[src/rtl/rif_regbank_timer_if.sv]
// rtl/rif_regbank_timer_if.sv - register-interface bundle for the timer register bank
interface rif_regbank_timer_if #(
  parameter int ADDR_WIDTH = 12,
  parameter int DATA_WIDTH = 32
);
  logic [ADDR_WIDTH-1:0]   rif_addr;
  logic                    rif_addr_valid;
  logic                    rif_wr_req;
  logic                    rif_rd_req;
  logic [DATA_WIDTH/8-1:0] rif_wstrb;
  logic [DATA_WIDTH-1:0]   rif_wdata;
  logic [DATA_WIDTH-1:0]   rif_rdata;

  modport master (
    output rif_addr,
    output rif_wr_req,
    output rif_rd_req,
    output rif_wstrb,
    output rif_wdata,
    input  rif_addr_valid,
    input  rif_rdata
  );

  modport slave (
    input  rif_addr,
    input  rif_wr_req,
    input  rif_rd_req,
    input  rif_wstrb,
    input  rif_wdata,
    output rif_addr_valid,
    output rif_rdata
  );
endinterface

[src/rtl/rif_regbank_timer.sv]
// rtl/rif_regbank_timer.sv - register bank with prescaled 32-bit timer, compare/overflow status and irq
module rif_regbank_timer #(
  parameter int          ADDR_WIDTH = 12,
  parameter int          DATA_WIDTH = 32,
  parameter logic [31:0] ID_VALUE   = 32'h4144_5231
) (
  input  logic          HCLK,
  input  logic          HRESETn,
  rif_regbank_timer_if.slave rif,
  output logic          irq
);

  if (DATA_WIDTH != 32) begin : g_bad_width
    $fatal(1, "rif_regbank_timer: DATA_WIDTH must be 32");
  end

  localparam int IDXW = ADDR_WIDTH - 2;

  localparam logic [IDXW-1:0] IDX_ID      = IDXW'(0);
  localparam logic [IDXW-1:0] IDX_CTRL    = IDXW'(1);
  localparam logic [IDXW-1:0] IDX_STATUS  = IDXW'(2);
  localparam logic [IDXW-1:0] IDX_CNT     = IDXW'(3);
  localparam logic [IDXW-1:0] IDX_CMP     = IDXW'(4);
  localparam logic [IDXW-1:0] IDX_SCRATCH = IDXW'(5);

  logic [IDXW-1:0] word;
  logic [31:0]     wmask;

  logic        cnt_en;
  logic        irq_en_cmp;
  logic        irq_en_ovf;
  logic [7:0]  presc;
  logic [7:0]  pcnt;
  logic [31:0] cnt;
  logic [31:0] cmp;
  logic [31:0] scratch;
  logic        cmp_hit;
  logic        ovf;

  logic        wr_ctrl;
  logic        wr_status;
  logic        wr_cnt;
  logic        wr_cmp;
  logic        wr_scratch;

  logic [31:0] ctrl_rd;
  logic [31:0] ctrl_nx;
  logic [31:0] cnt_inc;
  logic [31:0] cnt_nx;
  logic [7:0]  pcnt_nx;
  logic [1:0]  status_clr;
  logic        tick;
  logic        hw_cmp;
  logic        hw_ovf;
  logic        cmp_hit_nx;
  logic        ovf_nx;

  // Byte offset and read strobe carry no information for this bank.
  logic unused_ok;
  assign unused_ok = ^{rif.rif_rd_req, rif.rif_addr[1:0]};

  assign word  = rif.rif_addr[ADDR_WIDTH-1:2];
  assign wmask = {{8{rif.rif_wstrb[3]}}, {8{rif.rif_wstrb[2]}},
                  {8{rif.rif_wstrb[1]}}, {8{rif.rif_wstrb[0]}}};

  assign wr_ctrl    = rif.rif_wr_req && (word == IDX_CTRL);
  assign wr_status  = rif.rif_wr_req && (word == IDX_STATUS);
  assign wr_cnt     = rif.rif_wr_req && (word == IDX_CNT);
  assign wr_cmp     = rif.rif_wr_req && (word == IDX_CMP);
  assign wr_scratch = rif.rif_wr_req && (word == IDX_SCRATCH);

  assign ctrl_rd = {16'h0000, presc, 5'b00000, irq_en_ovf, irq_en_cmp, cnt_en};
  assign ctrl_nx = (ctrl_rd & ~wmask) | (rif.rif_wdata & wmask);

  assign tick    = cnt_en && (pcnt == presc);
  assign cnt_inc = cnt + 32'd1;

  // A CPU write to CNT in the same cycle as a tick suppresses the tick's side effects.
  assign hw_cmp = tick && !wr_cnt && (cnt_inc == cmp);
  assign hw_ovf = tick && !wr_cnt && (cnt == 32'hFFFF_FFFF);

  always_comb begin
    status_clr = 2'b00;
    if (wr_status) begin
      status_clr = rif.rif_wdata[1:0] & wmask[1:0];
    end
    // Hardware set takes priority over a simultaneous W1C.
    cmp_hit_nx = (cmp_hit & ~status_clr[0]) | hw_cmp;
    ovf_nx     = (ovf & ~status_clr[1]) | hw_ovf;
  end

  always_comb begin
    cnt_nx = cnt;
    if (wr_cnt) begin
      cnt_nx = (cnt & ~wmask) | (rif.rif_wdata & wmask);
    end else if (tick) begin
      cnt_nx = cnt_inc;
    end
  end

  always_comb begin
    pcnt_nx = pcnt + 8'd1;
    if (!cnt_en || wr_ctrl || wr_cnt || tick) begin
      pcnt_nx = 8'd0;
    end
  end

  always_ff @(posedge HCLK or negedge HRESETn) begin
    if (!HRESETn) begin
      cnt_en     <= 1'b0;
      irq_en_cmp <= 1'b0;
      irq_en_ovf <= 1'b0;
      presc      <= 8'd0;
      pcnt       <= 8'd0;
      cnt        <= 32'd0;
      cmp        <= 32'd0;
      scratch    <= 32'd0;
      cmp_hit    <= 1'b0;
      ovf        <= 1'b0;
      irq        <= 1'b0;
    end else begin
      if (wr_ctrl) begin
        cnt_en     <= ctrl_nx[0];
        irq_en_cmp <= ctrl_nx[1];
        irq_en_ovf <= ctrl_nx[2];
        presc      <= ctrl_nx[15:8];
      end
      if (wr_cmp) begin
        cmp <= (cmp & ~wmask) | (rif.rif_wdata & wmask);
      end
      if (wr_scratch) begin
        scratch <= (scratch & ~wmask) | (rif.rif_wdata & wmask);
      end
      pcnt    <= pcnt_nx;
      cnt     <= cnt_nx;
      cmp_hit <= cmp_hit_nx;
      ovf     <= ovf_nx;
      irq     <= (cmp_hit & irq_en_cmp) | (ovf & irq_en_ovf);
    end
  end

  always_comb begin
    rif.rif_addr_valid = 1'b1;
    rif.rif_rdata      = '0;
    case (word)
      IDX_ID:      rif.rif_rdata = ID_VALUE;
      IDX_CTRL:    rif.rif_rdata = ctrl_rd;
      IDX_STATUS:  rif.rif_rdata = {30'd0, ovf, cmp_hit};
      IDX_CNT:     rif.rif_rdata = cnt;
      IDX_CMP:     rif.rif_rdata = cmp;
      IDX_SCRATCH: rif.rif_rdata = scratch;
      default:     rif.rif_addr_valid = 1'b0;
    endcase
  end

endmodule

[src/flat_wrapper.sv]
// flat-port wrapper written by rule: the top's interface ports become plain ports
module rif_regbank_timer_flat 
#(
  parameter int          ADDR_WIDTH = 12,
  parameter int          DATA_WIDTH = 32,
  parameter logic [31:0] ID_VALUE   = 32'h4144_5231
)
  (HCLK, HRESETn, irq, rif_rif_addr, rif_rif_wr_req, rif_rif_rd_req, rif_rif_wstrb, rif_rif_wdata, rif_rif_addr_valid, rif_rif_rdata);
  rif_regbank_timer_if #(.ADDR_WIDTH(ADDR_WIDTH), .DATA_WIDTH(DATA_WIDTH)) rif_i ();
  input  logic HCLK;
  input  logic HRESETn;
  output logic irq;
  input wire logic [$bits(rif_i.rif_addr)-1:0] rif_rif_addr;
  input wire logic [$bits(rif_i.rif_wr_req)-1:0] rif_rif_wr_req;
  input wire logic [$bits(rif_i.rif_rd_req)-1:0] rif_rif_rd_req;
  input wire logic [$bits(rif_i.rif_wstrb)-1:0] rif_rif_wstrb;
  input wire logic [$bits(rif_i.rif_wdata)-1:0] rif_rif_wdata;
  output wire logic [$bits(rif_i.rif_addr_valid)-1:0] rif_rif_addr_valid;
  output wire logic [$bits(rif_i.rif_rdata)-1:0] rif_rif_rdata;
  assign rif_i.rif_addr = rif_rif_addr;
  assign rif_i.rif_wr_req = rif_rif_wr_req;
  assign rif_i.rif_rd_req = rif_rif_rd_req;
  assign rif_i.rif_wstrb = rif_rif_wstrb;
  assign rif_i.rif_wdata = rif_rif_wdata;
  assign rif_rif_addr_valid = rif_i.rif_addr_valid;
  assign rif_rif_rdata = rif_i.rif_rdata;
  rif_regbank_timer #(.ADDR_WIDTH(ADDR_WIDTH), .DATA_WIDTH(DATA_WIDTH), .ID_VALUE(ID_VALUE)) u_core (.HCLK(HCLK), .HRESETn(HRESETn), .rif(rif_i), .irq(irq));
endmodule
[config.mk]
export PLATFORM = sky130hd
export DESIGN_NAME = rif_regbank_timer_flat
export DESIGN_NICKNAME = d
export VERILOG_FILES = /design/src/rtl/rif_regbank_timer_if.sv /design/src/rtl/rif_regbank_timer.sv /design/src/flat_wrapper.sv
export SDC_FILE = /design/constraint.sdc
export NUM_CORES = 1
export LEC_CHECK = 0
export CAP_MARGIN = 20
export CELL_PAD_IN_SITES_DETAIL_PLACEMENT = 2
export CELL_PAD_IN_SITES_GLOBAL_PLACEMENT = 2
export CORE_MARGIN = 2
export CORE_UTILIZATION = 39
export DETAILED_ROUTE_END_ITERATION = 16
export PLACE_DENSITY = 0.9
export SYNTH_ARGS = -nofsm -noshare
export SYNTH_HDL_FRONTEND = slang
export SYNTH_SLANG_ARGS = --single-unit
[constraint.sdc]
create_clock -name HCLK -period 4.1 [get_ports HCLK]
set_input_delay 0.615 -clock HCLK [delete_from_list [all_inputs] [get_ports HCLK]]
set_output_delay 0.615 -clock HCLK [all_outputs]
set_load 0.005 [all_outputs]
# == Yosys cells after proc, flatten, opt, wreduce, memory -nomap -nowiden ==
# Cells that the tools add are included.
# word_totals
wordCells,64
reg_bits,118
out_inout_bits,34
# classes
mux,6
n_reduce_logical,17
addsub,2
n_eq_ne,8
n_bitwise,20
# op_table
cell,n
32-bit case mux with 6 select lines,1
32-bit bitwise AND,4
32-bit OR,3
32-bit 2-to-1 mux,2
"32-bit by 1-bit adder with 32-bit output, second input constant",1
32-bit equality test,1
"32-bit equality test, second input constant",1
32-bit inverter,1
"10-bit by 2-bit equality test with 1-bit output, second input constant",2
"10-bit by 3-bit equality test with 1-bit output, second input constant",2
16-bit bitwise AND,1
16-bit OR,1
"10-bit by 1-bit equality test with 1-bit output, second input constant",1
10-bit zero test,1
1-bit logical AND,9
"8-bit by 1-bit adder with 8-bit output, second input constant",1
8-bit equality test,1
8-bit 2-to-1 mux,1
6-bit OR reduction,1
1-bit bitwise AND,4
1-bit logical OR,3
1-bit OR,3
2-bit bitwise AND,1
1-bit zero test,2
4 further kinds,5

# == Depth between registers and ports, before layout ==
# logic_depth
word_depth,6
mapped_depth,9
depth_no_buf,8

# == Worst setup path before layout ==
# No wires, ideal clock.
# synth_timing
path_kind,input-to-output
startpoint,input port rif_rif_addr[8]
endpoint,output port rif_rif_rdata[16]
t_required_ns,3.485
t_arrival_ns,2.211
path_slack_ns,1.274
path_stages,8
path_cell_list,nor4_2 -> nand2_1 -> nor3_1 -> and2_1 -> buf_2 -> buf_1 -> a222oi_1 -> inv_1
# synth_via
elab_chain_cells,2
word_cells_on_any_way,7
cone_classes,eq/ne: 5; mux: 1; reduce/logical: 1
# synth_lines
item,line_no,source
from (decl),flat_wrapper.sv:13,input wire logic [$bits(rif_i.rif_addr)-1:0] rif_rif_addr;
10-bit by 3-bit equality test with 1-bit output (tied with other cells),rif_regbank_timer.sv:145,case (word)
32-bit case mux with 6 select lines *,rif_regbank_timer.sv:145,
to (decl),flat_wrapper.sv:19,output wire logic [$bits(rif_i.rif_rdata)-1:0] rif_rif_rdata;
# Mark *: on every way between the ends. The rest lies on a longest branch, timed or not.

# == Worst setup path after layout ==
# layout_timing
startpoint,input port rif_rif_addr[2]
endpoint,output port rif_rif_rdata[12]
# The elaborated chain is that of the path after synthesis.

==> results_dict.tcl <==
set metrics [dict create \
    synthSimpleGateAreaFrac 0.182 \
    max_slew_margin 0.517 \
    synth_top_area_cell "dfrtp_1" \
    nets 870 \
    ys.flop_type "dfrtp_1" \
    crit_path_frequent_cell "clkdlybuf4s50_1" \
    htree_levels 4 \
    rsz0062_at_grt "no" \
    critical_path.slowest_cell "clkdlybuf4s50_1" \
    wl_per_cell_um 28.2 \
    initial_core_util 0.397 \
    first_pass_iters 7 \
    syn_nets 792 \
    ys_types 65 \
    track_usage 0.312 \
    mostFrequentLayoutCells "dfrtp_1, clkdlybuf4s50_1, nor2_1" \
    grt_max_degree 77 \
    tritoncts "done" \
    wl_um 29800 \
    io_pins 86 \
    endpoint_kind "output port" \
    synth_edf_count 0 \
    timing.final.crit_period_ns 3.93 \
    worstMarginPinSlew_ns 0.725 \
    syn_area_mm2 0.00713 \
    cap_violations 0 \
    syn_inst 738 \
    final_core_util 0.492 \
    setup_violations 0 \
    crit_fanout 8 \
    synth.avg_cell_area_um2 9.66 \
    vias_per_cell 6.42 \
    n_antenna_cell 0 \
    crit_chain "clkdlybuf4s50_1, inv_1, or3_1, nor2_2, a222oi_1, nand2_1, clkdlybuf4s50_1" \
    cts_sinks 118 \
    drtIter0Drc 507 \
    status "finished clean" \
    slew_violations 0 \
    portBuffers 82 \
    start_kind "input port" \
    synthTopCellsByArea "dfrtp_1, mux2_2, xnor2_1, mux2_1, nor2_1" \
    hold_class "in -> async" \
    drc 0 \
    crit_path_max_incr_delay_ns 0.70 \
    mostFrequentLayoutCell "dfrtp_1" \
    fin_ws_ns 0.165 \
    synth_fa_ha_area_frac 0.00351 \
    ctsHoldBuffers 0 \
    die_w_um 139 \
    drive_above_1_share 0.146 \
    grt_pass1_wl_um 46600 \
    post_cts_buffers 0 \
    dp_hpwl_um 19800 \
    ys_warn_count 0 \
    syn2layout_area_growth_pct 24.1 \
    rows 49 \
    ant_nets 0 \
    period_share 0.960 \
    via_count 6784 \
    p_per_area_mw_per_mm2 409 \
    ys_seq_area_frac 0.414 \
    fmax_ghz 0.254 \
    numCtsBuffers 17 \
    core_mm2 0.0180 \
    first_global_vias 7746 \
    fillers 1819 \
    place_congestion 0.868 \
    power_mw 3.62 \
    setup_tns_ns 0 \
    synth_top_family_by_area "simple AND/OR/NAND/NOR gates" \
    synth-xor-area-share 0.0787 \
    hold_viol_final 0 \
    synthArstFlopShare 1.00 \
    synth_seq_cells 118 \
    synth_top_cell_area_share 0.414 \
    root_buffer "clkbuf_16" \
    die_h_um 139 \
    finClkSkew_ns 0.00824 \
    grt_antenna_before_repair 0 \
    ir_drop_v 0.000331 \
    leakagePower_nw 3.91 \
    clkTransAtPathRegs_ns 0.06 \
    pre_cts_ws_ns 0.0642 \
    overflow 0 \
    worstPathRequired_ns 3.48 \
    cts_buffer_depth 2 \
    synth_compound_area_frac 0.146 \
    design.die.area_mm2 0.0194 \
    arrival_ns 3.32 \
    crit_type "in -> out" \
    muxShareOfSynthArea 0.128 \
    clk_latency_ns 0.43 \
    hold-worst-slack_ns 0.0386 \
]
==> per-layer routing <==
layer  share of wire  track usage
met1            0.39        0.362
met2            0.51        0.551
met3           0.052       0.0594
met4           0.046        0.159
met5               0            0
==> power breakdown <==
group,internal [mW],switching [mW]
Sequential,1.20,0.0880
Clock,1.01,0.576
Combinational,0.253,0.486
==> synthesized netlist by cell type, types with 3 or more instances <==
cell and number:
dfrtp_1 118, and4_1 4, o21ai_1 3, buf_2 11, or3_1 7, nand4_1 15
o22ai_1 4, o21ai_0 19, mux2i_1 7, a22oi_1 5, xor2_1 19, nor4_1 4
o221a_2 3, buf_4 9, clkbuf_1 22, nor2_1 75, o211ai_1 4, nand3_1 41
xnor2_1 45, and3_1 11, buf_1 5, inv_1 30, mux2_1 31, a21oi_1 42
a311oi_1 10, a221o_1 11, and2_1 6, o32ai_1 3, nand2_1 45, nor3_1 16
nor4_2 6, mux2_2 44, nand2b_1 7, a222oi_1 18, a211oi_1 5
==> through the flow <==
step / cell area [µm²] / std cells
floorplan: 7130 / 738
global placement: 8190 / 1025
detailed placement: 8190 / 1025
CTS: 8800 / 1056
global route: 8840 / 1057
finish: 8840 / 1057
==> area by class of cell <==
class                   instances  area [µm²]  area share
multi-input cells             543        3860       0.437
well taps                     229         287      0.0324
clock buffers                  23         488      0.0552
clock inverters                 8         121      0.0137
inverters                      30         113      0.0127
repair buffers                106        1020       0.115
flip-flops and latches        118        2950       0.334
==> path summary, 6_finish.rpt <==
path | start | endpoint | slack (ns) | cells past startpoint
max in group asynchronous | HRESETn | asynchronous set/reset pin | 2.99 | 3
worst max register to register | flip-flop | u_core.cmp_hit$_DFF_PN0_ | 0.95 | 8
worst min-delay path | HRESETn | asynchronous set/reset pin | 0.04 | 1
worst max-delay path | rif_rif_addr[2] | rif_rif_rdata[12] | 0.17 | 7
min in group HCLK | flip-flop | flip-flop | 0.51 | 1
worst min register to register | flip-flop | flip-flop | 0.51 | 1
==> worst max-delay path, delay by kind of cell <==
family | cells | cell delay (ns)
AND/OR/NAND/NOR | 3 | 1.08
AO/OA/AOI/OAI | 1 | 0.21
buffers and inverters | 3 | 1.40
==> cells by family (layout without fill, tap and decap cells) <==
| logic type | after synthesis | after routing |
|---|---|---|
| adder cells (fa/ha/maj) | 2 | 2 |
| flip-flops | 118 | 118 |
| AND/OR/NAND/NOR | 251 | 251 |
| multiplexers | 82 | 82 |
| buffers and inverters | 77 | 167 |
| AO/OA/AOI/OAI | 144 | 144 |
| XOR/XNOR | 64 | 64 |
==> repair_timing <==
| action | 4_1_cts | 5_1_grt |
|---|---|---|
| setup endpoints to repair | 1 | 6 |
| gates cloned | 0 | 0 |
| resized for setup | 1 | 2 |
Note: power is estimated with default switching activity, not from simulation.
